File: src/rtl/case_stream_conv.sv
// case_stream_conv: LANES-wide ASCII case converter (pass/upper/lower/title) behind a
// valid/ready handshake, one register stage, plus a saturating count of modified bytes.
module case_stream_conv #(
    parameter int LANES = 4,
    parameter int CNT_W = 16
) (
    input  logic                 clk,
    input  logic                 rst_n,
    input  logic [1:0]           mode,
    input  logic                 in_valid,
    output logic                 in_ready,
    input  logic [8*LANES-1:0]   in_data,
    input  logic                 in_last,
    output logic                 out_valid,
    input  logic                 out_ready,
    output logic [8*LANES-1:0]   out_data,
    output logic                 out_last,
    input  logic                 cnt_clr,
    output logic [CNT_W-1:0]     conv_count
);

    localparam logic [1:0]       MODE_PASS  = 2'd0;
    localparam logic [1:0]       MODE_UPPER = 2'd1;
    localparam logic [1:0]       MODE_LOWER = 2'd2;
    localparam logic [1:0]       MODE_TITLE = 2'd3;
    localparam logic [CNT_W:0]   ONE        = 1;
    localparam logic [CNT_W-1:0] CNT_MAX    = '1;

    logic                 r_out_valid;
    logic                 r_out_last;
    logic                 r_word_start;
    logic [8*LANES-1:0]   r_out_data;
    logic [CNT_W-1:0]     r_conv_count;

    logic                 w_accept;
    logic [LANES-1:0]     w_is_upper;
    logic [LANES-1:0]     w_is_lower;
    logic [LANES:0]       w_ws;
    logic [8*LANES-1:0]   w_conv_data;
    logic [CNT_W:0]       w_nchg;
    logic [CNT_W:0]       w_sum;

    assign in_ready   = !r_out_valid || out_ready;
    assign w_accept   = in_valid && in_ready;

    assign out_valid  = r_out_valid;
    assign out_data   = r_out_data;
    assign out_last   = r_out_last;
    assign conv_count = r_conv_count;

    // w_ws[i] is the word-start flag seen by lane i; w_ws[LANES] carries into the next beat.
    always_comb begin
        w_is_upper  = '0;
        w_is_lower  = '0;
        w_ws        = '0;
        w_conv_data = '0;
        w_nchg      = '0;
        w_ws[0]     = r_word_start;
        for (int i = 0; i < LANES; i++) begin
            w_is_upper[i] = (in_data[8*i +: 8] >= 8'h41) && (in_data[8*i +: 8] <= 8'h5A);
            w_is_lower[i] = (in_data[8*i +: 8] >= 8'h61) && (in_data[8*i +: 8] <= 8'h7A);
            w_conv_data[8*i +: 8] = in_data[8*i +: 8];
            case (mode)
                MODE_UPPER: begin
                    if (w_is_lower[i])
                        w_conv_data[8*i +: 8] = in_data[8*i +: 8] & 8'hDF;
                end
                MODE_LOWER: begin
                    if (w_is_upper[i])
                        w_conv_data[8*i +: 8] = in_data[8*i +: 8] | 8'h20;
                end
                MODE_TITLE: begin
                    if (w_ws[i] && w_is_lower[i])
                        w_conv_data[8*i +: 8] = in_data[8*i +: 8] & 8'hDF;
                    else if (!w_ws[i] && w_is_upper[i])
                        w_conv_data[8*i +: 8] = in_data[8*i +: 8] | 8'h20;
                end
                MODE_PASS: ;
                default: ;
            endcase
            w_ws[i+1] = !(w_is_upper[i] || w_is_lower[i]);
            if (w_conv_data[8*i +: 8] != in_data[8*i +: 8])
                w_nchg = w_nchg + ONE;
        end
    end

    assign w_sum = {1'b0, r_conv_count} + w_nchg;

    always_ff @(posedge clk or negedge rst_n) begin
        if (!rst_n) begin
            r_out_valid <= 1'b0;
            r_out_data  <= '0;
            r_out_last  <= 1'b0;
        end else if (w_accept) begin
            r_out_valid <= 1'b1;
            r_out_data  <= w_conv_data;
            r_out_last  <= in_last;
        end else if (out_ready) begin
            r_out_valid <= 1'b0;
        end
    end

    // Tracked in every mode so entering title mode mid-string picks up the right state.
    always_ff @(posedge clk or negedge rst_n) begin
        if (!rst_n)
            r_word_start <= 1'b1;
        else if (w_accept)
            r_word_start <= in_last ? 1'b1 : w_ws[LANES];
    end

    always_ff @(posedge clk or negedge rst_n) begin
        if (!rst_n)
            r_conv_count <= '0;
        else if (cnt_clr)
            r_conv_count <= '0;
        else if (w_accept)
            r_conv_count <= w_sum[CNT_W] ? CNT_MAX : w_sum[CNT_W-1:0];
    end

endmodule

File: config.mk
export PLATFORM = sky130hd
export DESIGN_NAME = case_stream_conv
export DESIGN_NICKNAME = d
export VERILOG_FILES = /design/src/rtl/case_stream_conv.sv
export SDC_FILE = /design/constraint.sdc
export NUM_CORES = 1
export LEC_CHECK = 0
export CORE_ASPECT_RATIO = 0.7
export CORE_MARGIN = 1
export CORE_UTILIZATION = 40
export CTS_CLUSTER_DIAMETER = 30
export DETAILED_ROUTE_END_ITERATION = 8
export GPL_TIMING_DRIVEN = 0
export PLACE_DENSITY = 0.78
export SYNTH_ARGS = -nofsm -noshare
export SYNTH_HDL_FRONTEND = slang
export SYNTH_SLANG_ARGS = --single-unit
File: constraint.sdc
create_clock -name clk -period 5.4 [get_ports clk]
set_input_delay 1.08 -clock clk [delete_from_list [all_inputs] [get_ports clk]]
set_output_delay 1.08 -clock clk [all_outputs]
set_load 0.05 [all_outputs]
Yosys cells after proc, flatten, opt, wreduce, memory -nomap -nowiden
Index checks and enable logic that the tools add are counted.
{ "totals": {"output_inout_bits": 51, "inputBits": 40, "regBits": 51} }
{ "classes": {"n_mux": 30, "n_eq_ne": 7, "addsub": 4, "magnitude_cmp": 16, "n_reduce_logical": 30} }
{ "op_table": {"columns": ["op", "n"], "rows": [
  ["$mux 6", 16],
  ["$pmux 6 s3", 4],
  ["$ge 8x7->1 const B", 8],
  ["$le 8x7->1 const B", 8],
  ["$add 17x1->17 const B", 3],
  ["$mux 17", 3],
  ["$mux 16", 3],
  ["$ne 8x8->1", 4],
  ["$add 16x17->17", 1],
  ["$logic_and 1x1->1", 17],
  ["$logic_not 1->1", 6],
  ["$logic_or 1x1->1", 5],
  ["$eq 2x2->1 const B", 2],
  ["$mux 1", 4],
  ["$reduce_bool 2->1", 2],
  ["$eq 2x1->1 const B", 1]
]} }

Longest topological paths before layout
{ "logic_depth": {"ltp_word": 18, "depth_mapped": 20, "depth_no_buf": 19} }

Least setup slack after synthesis
OpenSTA, ideal clock, no wires.
{ "synth_timing": {"path_type": "input port to flip-flop", "start": "in in_data[2]", "end": "reg r_conv_count[13], in the netlist conv_count[13]", "setup_slack_ns": 0.867, "arrival_ns": 4.434, "n_path_buf": 0, "path_stages": 17, "cell_sequence": "nor4_2 -> o21ai_1 -> and3_1 -> o211ai_2 -> mux2i_1 -> o21ai_1 -> ha_1 -> xor2_1 -> ha_1 -> mux2_4 -> ha_1 -> a21o_1 -> a21oi_1 -> o21bai_1 -> nor3b_2 -> a21oi_1 -> a311oi_1"} }
{ "synth_via": {"elab_chain_len": 18, "elab_cells_between_ends": 33, "cone_classes": "add/sub (4); order compare (4); eq/ne (2); mux (15); reduce/logical (8)"} }
{ "synth_lines": {"columns": ["item", "line_no", "rtl"], "rows": [
  ["start: declaration", "12", "input logic [8*LANES-1:0] in_data,"],
  ["$ge 8x7->1 or $le 8x7->1 (tied branches)", "60", "w_is_upper[i] = (in_data[8*i +: 8] >= 8'h41) && (in_data[8*i +: 8] <= 8'h5A);"],
  ["$logic_and 1x1->1", "60", null],
  ["$logic_and 1x1->1", "75", "else if (!w_ws[i] && w_is_upper[i])"],
  ["$mux 6", "75", null],
  ["$mux 6", "73", "if (w_ws[i] && w_is_lower[i])"],
  ["$pmux 6 s3", "63", "case (mode)"],
  ["$ne 8x8->1", "82", "if (w_conv_data[8*i +: 8] != in_data[8*i +: 8])"],
  ["$mux 1", "82", null],
  ["[... 2 more ...]", null, null],
  ["$add 17x1->17", "83", "w_nchg = w_nchg + ONE;"],
  ["$mux 17 *", "82", null],
  ["$add 17x1->17", "83", null],
  ["$mux 17 *", "82", null],
  ["$add 16x17->17 *", "87", "assign w_sum = {1'b0, r_conv_count} + w_nchg;"],
  ["$mux 16 *", "117", "r_conv_count <= w_sum[CNT_W] ? CNT_MAX : w_sum[CNT_W-1:0];"],
  ["$mux 16 *", "116", "else if (w_accept)"],
  ["$mux 16 *", "114", "else if (cnt_clr)"],
  ["end signal: assignment", "117", null],
  ["end: declaration", "33", "logic [CNT_W-1:0] r_conv_count;"]
]} }
Mark *: on every way between the ends. The rest lies on a longest branch, timed or not. The select of a mux whose other input is x is not followed.
A chain may end at the register's enable or synchronous reset.

Worst setup path after layout
Ends and elaborated chain as after synthesis.

==> qor.csv <==
metric;value;unit
status;finished, final reports clean;
antenna cells;0;
P_leak;1.77;nW
layout cells sized above 1;0.0849;
WL final;7320;µm
maximum root-to-sink buffer count;2;
Die Width;104;µm
vias in the first global route;2559;
Overflow after GRT;0;
CTS Sinks;51;
Synth warnings;0;
clk slew on worst S/H paths;100;ps
DP HPWL;5480;µm
Worst-Skew Late Latency;310;ps
worst hold margin;480;ps
design area;0.00405;mm²
Slew Viols, Final;0;
DRT Pass-1 Iters;4;
register area share after synthesis;0.439;
PD cells;255;mW/mm²
Post-CTS Hold Buffers;0;
Rows;25;
Hold Path Class;reg -> reg;
GRT Resource Usage Total;0.197;
final setup fails;0;
Mapped Area;0.00291;mm²
fin crit share;0.926;
cells after synthesis;339;
leading area contributor after synthesis;dfrtp_1;
Clock Skew;8.95;ps
DP Area;0.00392;mm²
initial antenna violation count;0;
critical path data required time;5610;ps
final setup TNS;0;ps
clock period minus worst slack;5000;ps
antenna viol nets, final;0;
ys flop type;dfrtp_1;
Root Buffer;clkbuf_8;
CP Launch Type;input port;
CTS tree;done;
Max IR drop VDD;0.127;mV
First DRT Iteration DRCs;135;
number of unique standard cell types used by synthesis;58;
synthesized net count;387;
Tightest Pin Transition;550;ps
I/O Pins;91;
setup bufs post-CTS;0;
DR WL/cell;13.8;µm
Worst Path Arrival;5220;ps
first-pass GRT wire length;11900;µm
DR vias/cell;5.06;
vias;2683;
total CTS buffers;5;
Hold Vio Cnt, Final;0;
Post-synth EDFFs;0;
share of the synthesized area in the top cell type;0.430;
# H-tree levels;2;
Post-synth ARST share;1.00;
Layout area overhead;39.1;%
CP Max Fanout;5;
Setup CP Type;in -> reg;
total of max-cap violations;0;
crit end category;flip-flop;
largest net degree at the start of global routing;36;
Slew Limit Headroom;0.632;
synth top area cells;dfrtp_1 43%, nand2_1 15%, mux2i_1 3.4%, ha_1 3.0%, nor2_1 3.0%;
DRC errors left;0;
nets;483;
Max Freq;0.200;GHz
Core Footprint;0.00688;mm²
GPL Wtd Cong;0.825;
IO Port Bufs;88;
initial core utilization;0.423;
RSZ-0062 raised after global routing;no;
Seq cells post-synth;51;
area of the die;0.00762;mm²
die height;73.4;µm
syn avg cell area;8.58;µm²
## layout by cell type (no fill, tap or decap), types with 3 or more instances in the layout
master | Yosys | routed
nand2_1 | 116 | 116
clkdlybuf4s50_1 | 0 | 87
dfrtp_1 | 50 | 50
nor2_1 | 23 | 23
mux2i_1 | 10 | 10
inv_1 | 10 | 10
clkbuf_1 | 10 | 10
a21oi_1 | 9 | 9
nor3_1 | 9 | 8
nand2b_1 | 8 | 8
ha_1 | 7 | 7
and2_1 | 6 | 6
clkbuf_8 | 0 | 5
a311oi_1 | 4 | 4
a31oi_1 | 4 | 4
nand3_1 | 4 | 4
nor2b_1 | 4 | 4
buf_2 | 3 | 4
o31ai_1 | 3 | 3
o21a_1 | 3 | 3
a211oi_1 | 3 | 3
xor2_1 | 4 | 3
o21ai_0 | 3 | 3
## report_power, final
part | total [mW] | switching, mW | internal, mW | leakage, nW
combinational | 0.355 | 0.229 | 0.125 | 1.08
sequential | 0.440 | 0.0218 | 0.418 | 0.647
clock | 0.236 | 0.142 | 0.0948 | 0.0452
total | 1.03 | 0.393 | 0.638 | 1.77
## stage by stage
stage,util,setup slack [ps],instances,power (mW)
2_1_floorplan,-,867,339,0.660
3_3_place_gp,0.568,81.6,521,0.794
3_5_place_dp,0.570,-49.4,522,0.801
4_1_cts,0.584,232,530,1.04
5_1_grt,0.588,29.1,530,1.08
6_report,0.588,397,530,1.03
## flip-flops by register name, summed over array words and instances, names as in the netlist
register      flops
out_valid         1
conv_count       16
r_word_start      1
out_data         32
out_last          1
## logic make-up (layout without fill, tap and decap cells)
| group | after synthesis | in the layout | synth area share |
|---|---|---|---|
| fa+ha+maj | 8 | 8 | 0.0370 |
| other cells | 1 | 1 | 0.00129 |
| simple gates | 185 | 185 | 0.296 |
| mux | 13 | 13 | 0.0482 |
| compound gates | 50 | 50 | 0.127 |
| buf+inv | 26 | 123 | 0.0361 |
| flops | 51 | 51 | 0.439 |
| xor+xnor | 5 | 5 | 0.0151 |
## worst max-delay path: stages
cell and delay, ps:
clkdlybuf4s50_1 480, nor4_4 330, o21ai_1 100, and3_1 210, o211ai_2 200, mux2i_1 260, o21ai_1 90, ha_1 330
xor2_2 200, ha_1 310, mux2_4 260, ha_1 270, a21o_1 120, a21oi_1 100, o21bai_2 220, nor3b_2 310
a21oi_1 110, a311oi_1 250
## synth_stat cells (all sizes together), types with 5 or more instances
library cell and count:
ha 7, dfrtp 50, mux2i 11, nand2b 8, a21oi 11, nand2 116
clkbuf 10, and2 6, inv 10, buf 6, o21ai 5, nor2 23
nor3 10
## final cells by class
class	count	area, µm²
inverter	10	37.5
buffer	16	67.6
sequential	51	1280
fill	665	2830
multi-input combinational	262	1560
clock buffer	5	68.8
clock inverter	3	25.0
timing repair buffer	89	896
tap	94	118
## layer usage
layer  global-route usage  part of all wire  up-vias
li1                     -                 -     1342
met1                0.257              0.49     1256
met2                0.333              0.45       76
met3               0.0497             0.058        9
met4               0.0476            0.0083        0
met5                    0                 0        -
## path summary, 6_finish.rpt
kind / start / endpoint / depth (start not counted) / slack [ps]
min in group asynchronous: rst_n / out_data[26]$_DFFE_PN0P_ / 1 / 670
worst max register to register: r_word_start$_DFFE_PN1P_ / conv_count[13]$_DFFE_PN0P_ / 13 / 1980
worst max-delay path: in_data[2] / conv_count[13]$_DFFE_PN0P_ / 18 / 400
worst min register to register: out_data[3]$_DFFE_PN0P_ / out_data[3]$_DFFE_PN0P_ / 2 / 480
max in group asynchronous: rst_n / r_word_start$_DFFE_PN1P_ / 2 / 4140
worst min-delay path: out_data[3]$_DFFE_PN0P_ / out_data[3]$_DFFE_PN0P_ / 2 / 480
## repair_timing
item,in CTS,in global routing
endpoints found under the hold margin,0,0
gates resized for setup,0,5
endpoints found under the setup margin,0,13
Note: power is estimated with default switching activity, not from simulation.
